## src/rtl/seven_seg_scanner.sv

```systemverilog
// rtl/seven_seg_scanner.sv - two-digit seven-segment scanner with blanking and double-buffered updates
// Optional blink feature: define SEVSEG_BLINK_EN to add the blink input and BLINK_FRAMES parameter.
module seven_seg_scanner #(
  parameter int DWELL = 16,
  parameter int BLANK = 2
`ifdef SEVSEG_BLINK_EN
  ,
  parameter int BLINK_FRAMES = 4
`endif
) (
  input  logic       clk,
  input  logic       rst_n,
`ifdef SEVSEG_BLINK_EN
  input  logic       blink,
`endif
  input  logic       load,
  input  logic [7:0] seg_in1,
  input  logic [7:0] seg_in2,
  output logic       ready,
  output logic [7:0] seg_out,
  output logic [1:0] dig_en,
  output logic       frame_done
);

  localparam int CW = (DWELL > 1) ? $clog2(DWELL) : 1;
  localparam logic [CW-1:0] SLOT_LAST = CW'(DWELL - 1);
  localparam logic [CW-1:0] SLOT_BLANK = CW'(BLANK);

  // Scan position: cycle within the slot and which digit owns the slot
  logic [CW-1:0] slot_cnt_q, slot_cnt_d;
  logic          idx_q, idx_d;

  // Patterns on the glass and the pending buffer awaiting the next frame boundary
  logic [7:0]    disp1_q, disp1_d;
  logic [7:0]    disp2_q, disp2_d;
  logic [7:0]    pend1_q, pend1_d;
  logic [7:0]    pend2_q, pend2_d;
  logic          pend_v_q, pend_v_d;

  logic          slot_end;
  logic          frame_end;
  logic          blanked;

`ifdef SEVSEG_BLINK_EN
  localparam int FW = (BLINK_FRAMES > 1) ? $clog2(BLINK_FRAMES) : 1;
  localparam logic [FW-1:0] FRAME_LAST = FW'(BLINK_FRAMES - 1);

  logic [FW-1:0] frame_cnt_q, frame_cnt_d;
  logic          phase_q, phase_d;
`endif

  assign slot_end  = (slot_cnt_q == SLOT_LAST);
  assign frame_end = idx_q && slot_end;

  // Free-running slot counter; the digit index flips each time a slot completes
  always_comb begin
    slot_cnt_d = slot_cnt_q;
    idx_d      = idx_q;
    if (slot_end) begin
      slot_cnt_d = '0;
      idx_d      = ~idx_q;
    end else begin
      slot_cnt_d = slot_cnt_q + 1'b1;
    end
  end

  // Double buffer: loads park in the pending buffer, and the display only changes at a frame end
  always_comb begin
    disp1_d  = disp1_q;
    disp2_d  = disp2_q;
    pend1_d  = pend1_q;
    pend2_d  = pend2_q;
    pend_v_d = pend_v_q;
    if (frame_end) begin
      // A load landing on the frame-end edge is newer than anything pending, so it wins
      if (load) begin
        disp1_d = seg_in1;
        disp2_d = seg_in2;
      end else if (pend_v_q) begin
        disp1_d = pend1_q;
        disp2_d = pend2_q;
      end
      pend_v_d = 1'b0;
    end else if (load) begin
      pend1_d  = seg_in1;
      pend2_d  = seg_in2;
      pend_v_d = 1'b1;
    end
  end

`ifdef SEVSEG_BLINK_EN
  // Blink phase advances every BLINK_FRAMES completed frames
  always_comb begin
    frame_cnt_d = frame_cnt_q;
    phase_d     = phase_q;
    if (frame_end) begin
      if (frame_cnt_q == FRAME_LAST) begin
        frame_cnt_d = '0;
        phase_d     = ~phase_q;
      end else begin
        frame_cnt_d = frame_cnt_q + 1'b1;
      end
    end
  end
`endif

  // State registers; reset discards all buffered data and restarts the scan blanked
  always_ff @(posedge clk or negedge rst_n) begin
    if (!rst_n) begin
      slot_cnt_q <= '0;
      idx_q      <= 1'b0;
      disp1_q    <= 8'h00;
      disp2_q    <= 8'h00;
      pend1_q    <= 8'h00;
      pend2_q    <= 8'h00;
      pend_v_q   <= 1'b0;
`ifdef SEVSEG_BLINK_EN
      frame_cnt_q <= '0;
      phase_q     <= 1'b0;
`endif
    end else begin
      slot_cnt_q <= slot_cnt_d;
      idx_q      <= idx_d;
      disp1_q    <= disp1_d;
      disp2_q    <= disp2_d;
      pend1_q    <= pend1_d;
      pend2_q    <= pend2_d;
      pend_v_q   <= pend_v_d;
`ifdef SEVSEG_BLINK_EN
      frame_cnt_q <= frame_cnt_d;
      phase_q     <= phase_d;
`endif
    end
  end

`ifdef SEVSEG_BLINK_EN
  assign blanked = (slot_cnt_q < SLOT_BLANK) || (blink && phase_q);
`else
  assign blanked = (slot_cnt_q < SLOT_BLANK);
`endif

  // Output decode from registered state only; blanking gap at the head of every slot
  always_comb begin
    seg_out    = 8'h00;
    dig_en     = 2'b00;
    frame_done = frame_end;
    ready      = ~pend_v_q;
    if (!blanked) begin
      if (idx_q) begin
        seg_out = disp2_q;
        dig_en  = 2'b10;
      end else begin
        seg_out = disp1_q;
        dig_en  = 2'b01;
      end
    end
  end

endmodule

```

## config.mk

```make
export PLATFORM = sky130hd
export DESIGN_NAME = seven_seg_scanner
export DESIGN_NICKNAME = d
export VERILOG_FILES = /design/src/rtl/seven_seg_scanner.sv
export SDC_FILE = /design/constraint.sdc
export NUM_CORES = 1
export LEC_CHECK = 0
export BUFFER_PORTS_ARGS = -buffer_cell sky130_fd_sc_hd__buf_4
export CORE_ASPECT_RATIO = 1.5
export CORE_MARGIN = 2
export CORE_UTILIZATION = 38
export CTS_BUF_LIST = sky130_fd_sc_hd__clkbuf_4
export DETAILED_ROUTE_END_ITERATION = 6
export PLACE_DENSITY = 0.55
export SETUP_SLACK_MARGIN = 0.3
export SLEW_MARGIN = 0
export SYNTH_ARGS = -nofsm -noshare
export SYNTH_HDL_FRONTEND = slang
export SYNTH_SLANG_ARGS = --single-unit
export TNS_END_PERCENT = 20
```

## constraint.sdc

```tcl
create_clock -name clk -period 2.3 [get_ports clk]
set_clock_uncertainty 0.05 [all_clocks]
set_input_delay 0.115 -clock clk [delete_from_list [all_inputs] [get_ports clk]]
set_output_delay 0.115 -clock clk [all_outputs]
set_load 0.02 [all_outputs]
```

==> out/metrics.yaml <==
die_h_um: 88.7
grt_setup_unrepaired: "yes"
grt_max_degree: 39
grt-ovfl-total: 0
synth_area_leader_cell: "dfrtp_1"
vdd_drop_max_mv: 0.309
slew-limit-headroom: 0.682
syn_inst: 120
pin_count: 31
crit_arrival_ns: 2.10
cts_sinks: 38
drt-total-wl_mm: 3.49
outcome: "finished clean"
setup_tns_ns: 0
setup_viol: 0
tightest_slew_ns: 0.477
drt_iter0_drc: 16
coreArea_mm2: 0.00458
cts_buffers: 5
hpwl_mm: 2.38
period_needed_ns: 1.92
final_nets: 189
netlist_area_mm2: 0.00182
setup_ws_ns: 0.383
post_synth.cell_area_avg_um2: 15.1
crit_required_ns: 2.49
worstSkewPairLatency_ns: 0.34
grt_pass1_wl_mm: 5.92
viasPerCell: 4.79
antenna_cells: 0
pre_cts_ws_ns: 0.467
firstDrtPassIters: 4
globalplace.congestion: 0.732
design_area_mm2: 0.00233
cp-end-kind: "flip-flop"
drv_slew: 0
synth_edf_count: 0
maxCapViolCount: 0
synth_area_leaders: "dfrtp_1 (52%), mux2_2 (24%), mux2_4 (8.3%)"
placed_cell_area_mm2: 0.00207
path_buf_inv: 0
antenna_found_initial: 0
path_cells: "ha_1 -> nand4_4 -> nor2_8 -> mux2_2"
min_period_over_period: 0.834
hp-class: "in2reg"
synth.top_cells.by_count: "dfrtp_1 (38), mux2_2 (38), mux2_4 (10), a22o_1 (8), inv_1 (4)"
syn_nets: 140
h-tree-depth: 2
ys_types: 23
wl_per_cell_um: 14.9
grt_usage: 0.151
final_layout_size_suffix_gt1_frac: 0.547
port_buffers: 30
ys_warn_count: 0
clkSlewWorstSetupHoldPaths_ns: 0.12
async_flop_share: 1.00
start_util: 0.396
cts_setup_buffers: 0
ys_seq_area_frac: 0.524
cts_tree: "yes"
die_area_mm2: 0.00536
crit_type: "reg2reg"
drc_errors: 0
cp_top_family: "simple AND/OR/NAND/NOR gates"
yosys_most_used_dff: "dfrtp_1"
core.rowCount: 30
die_w_um: 60.4
hold_viol: 0
drtAntennaViolNets: 0
synthToLayoutAreaGrowth_pct: 28.6
root_buffer: "clkbuf_4"
slowest_delay_ns: 0.47
setup.worst_path.start_class: "flip-flop"
p_leak_nw: 1.03
vias: 1122
powerDensity_mw_per_mm2: 591
fmax_ghz: 0.522
whs_ns: 0.194
slowest_stage: "dfrtp_1"
grt_pass1_vias: 1249
clock_path_buffers: 2
synth.top_cell.area_share: 0.524
synth-seq-cells: 38
crit_fanout: 16
[per-stage QoR]
step,instances,power [mW],util
2_1_floorplan,120,0.864,-
3_3_place_gp,209,0.917,0.451
3_5_place_dp,209,0.925,0.451
4_1_cts,234,1.40,0.506
5_1_grt,234,1.45,0.510
6_report,234,1.38,0.510
[path summary, 6_finish.rpt]
check | cells after the start | to | slack [ns] | from
min in group asynchronous | 2 | disp1_q[3] | 0.22 | rst_n
worst min register to register | 1 | slot_cnt_q[0] | 0.44 | slot_cnt_q[0]
max in group asynchronous | 2 | disp2_q[0] | 1.65 | rst_n
worst max-delay path | 4 | disp2_q[0] | 0.38 | slot_cnt_q[1]
worst min-delay path | 3 | pend_v_q | 0.19 | load
worst max register to register | 4 | disp2_q[0] | 0.38 | slot_cnt_q[1]
[cell usage in the layout, fill, tap and decap left out]
cell            n
mux2_2         38
dfrtp_1        38
buf_4          30
dlygate4sd3_1  17
mux2_4         10
a22o_1          8
clkbuf_4        5
inv_1           4
nor2_4          3
nand3_1         2
o21ai_0         2
clkinv_2        2
nor3_4          1
xor2_1          1
a31oi_1         1
nand4_4         1
a21oi_1         1
nand2_4         1
nor2_8          1
xnor2_1         1
nor2_1          1
ha_1            1
bufinv_16       1
[cells by family after synthesis]
kind of cell,after synthesis,share of synthesized area
compound gates,12,0.0503
xor+xnor,2,0.00965
fa+ha+maj,1,0.00689
buf+inv,9,0.0386
flops,38,0.524
mux,48,0.318
simple gates,10,0.0524
[tightest hold or removal path: stages]
cell and delay (ns):
buf_4 0.26, nor2_4 0.10, nor2_1 0.08
[area by class of cell]
| cell class | count | area, um2 |
|---|---|---|
| inverters | 4 | 15.0 |
| multi-input cells | 73 | 816 |
| clock inverters | 3 | 40.0 |
| fillers | 425 | 2240 |
| clock buffers | 5 | 37.5 |
| well taps | 64 | 80.1 |
| flip-flops and latches | 38 | 951 |
| repair buffers | 47 | 395 |
[power breakdown]
group | internal [mW] | switching (mW) | leakage, nW
Combinational | 0.118 | 0.0591 | 0.542
Clock | 0.225 | 0.225 | 0.0450
Sequential | 0.724 | 0.0292 | 0.444
[layer usage]
layer | track usage | up-vias | wire, um
li1 | - | 530 | -
met5 | 0 | - | 0
met4 | 0.0593 | 0 | 57
met1 | 0.173 | 562 | 1480
met3 | 0.0395 | 6 | 128
met2 | 0.264 | 24 | 1820
[state kept, by name, indices dropped and copies added, names as in the netlist]
signal,flops
disp1_q,8
disp2_q,8
pend1_q,8
pend2_q,8
slot_cnt_q,4
idx_q,1
pend_v_q,1
[repair_timing]
item                                    CTS  global route
hold buffers                             17             0
gates resized for setup                   1             3
hold endpoints to repair                 54             0
endpoints found under the setup margin    8             8
No activity file was read; power rests on OpenSTA's default activity.
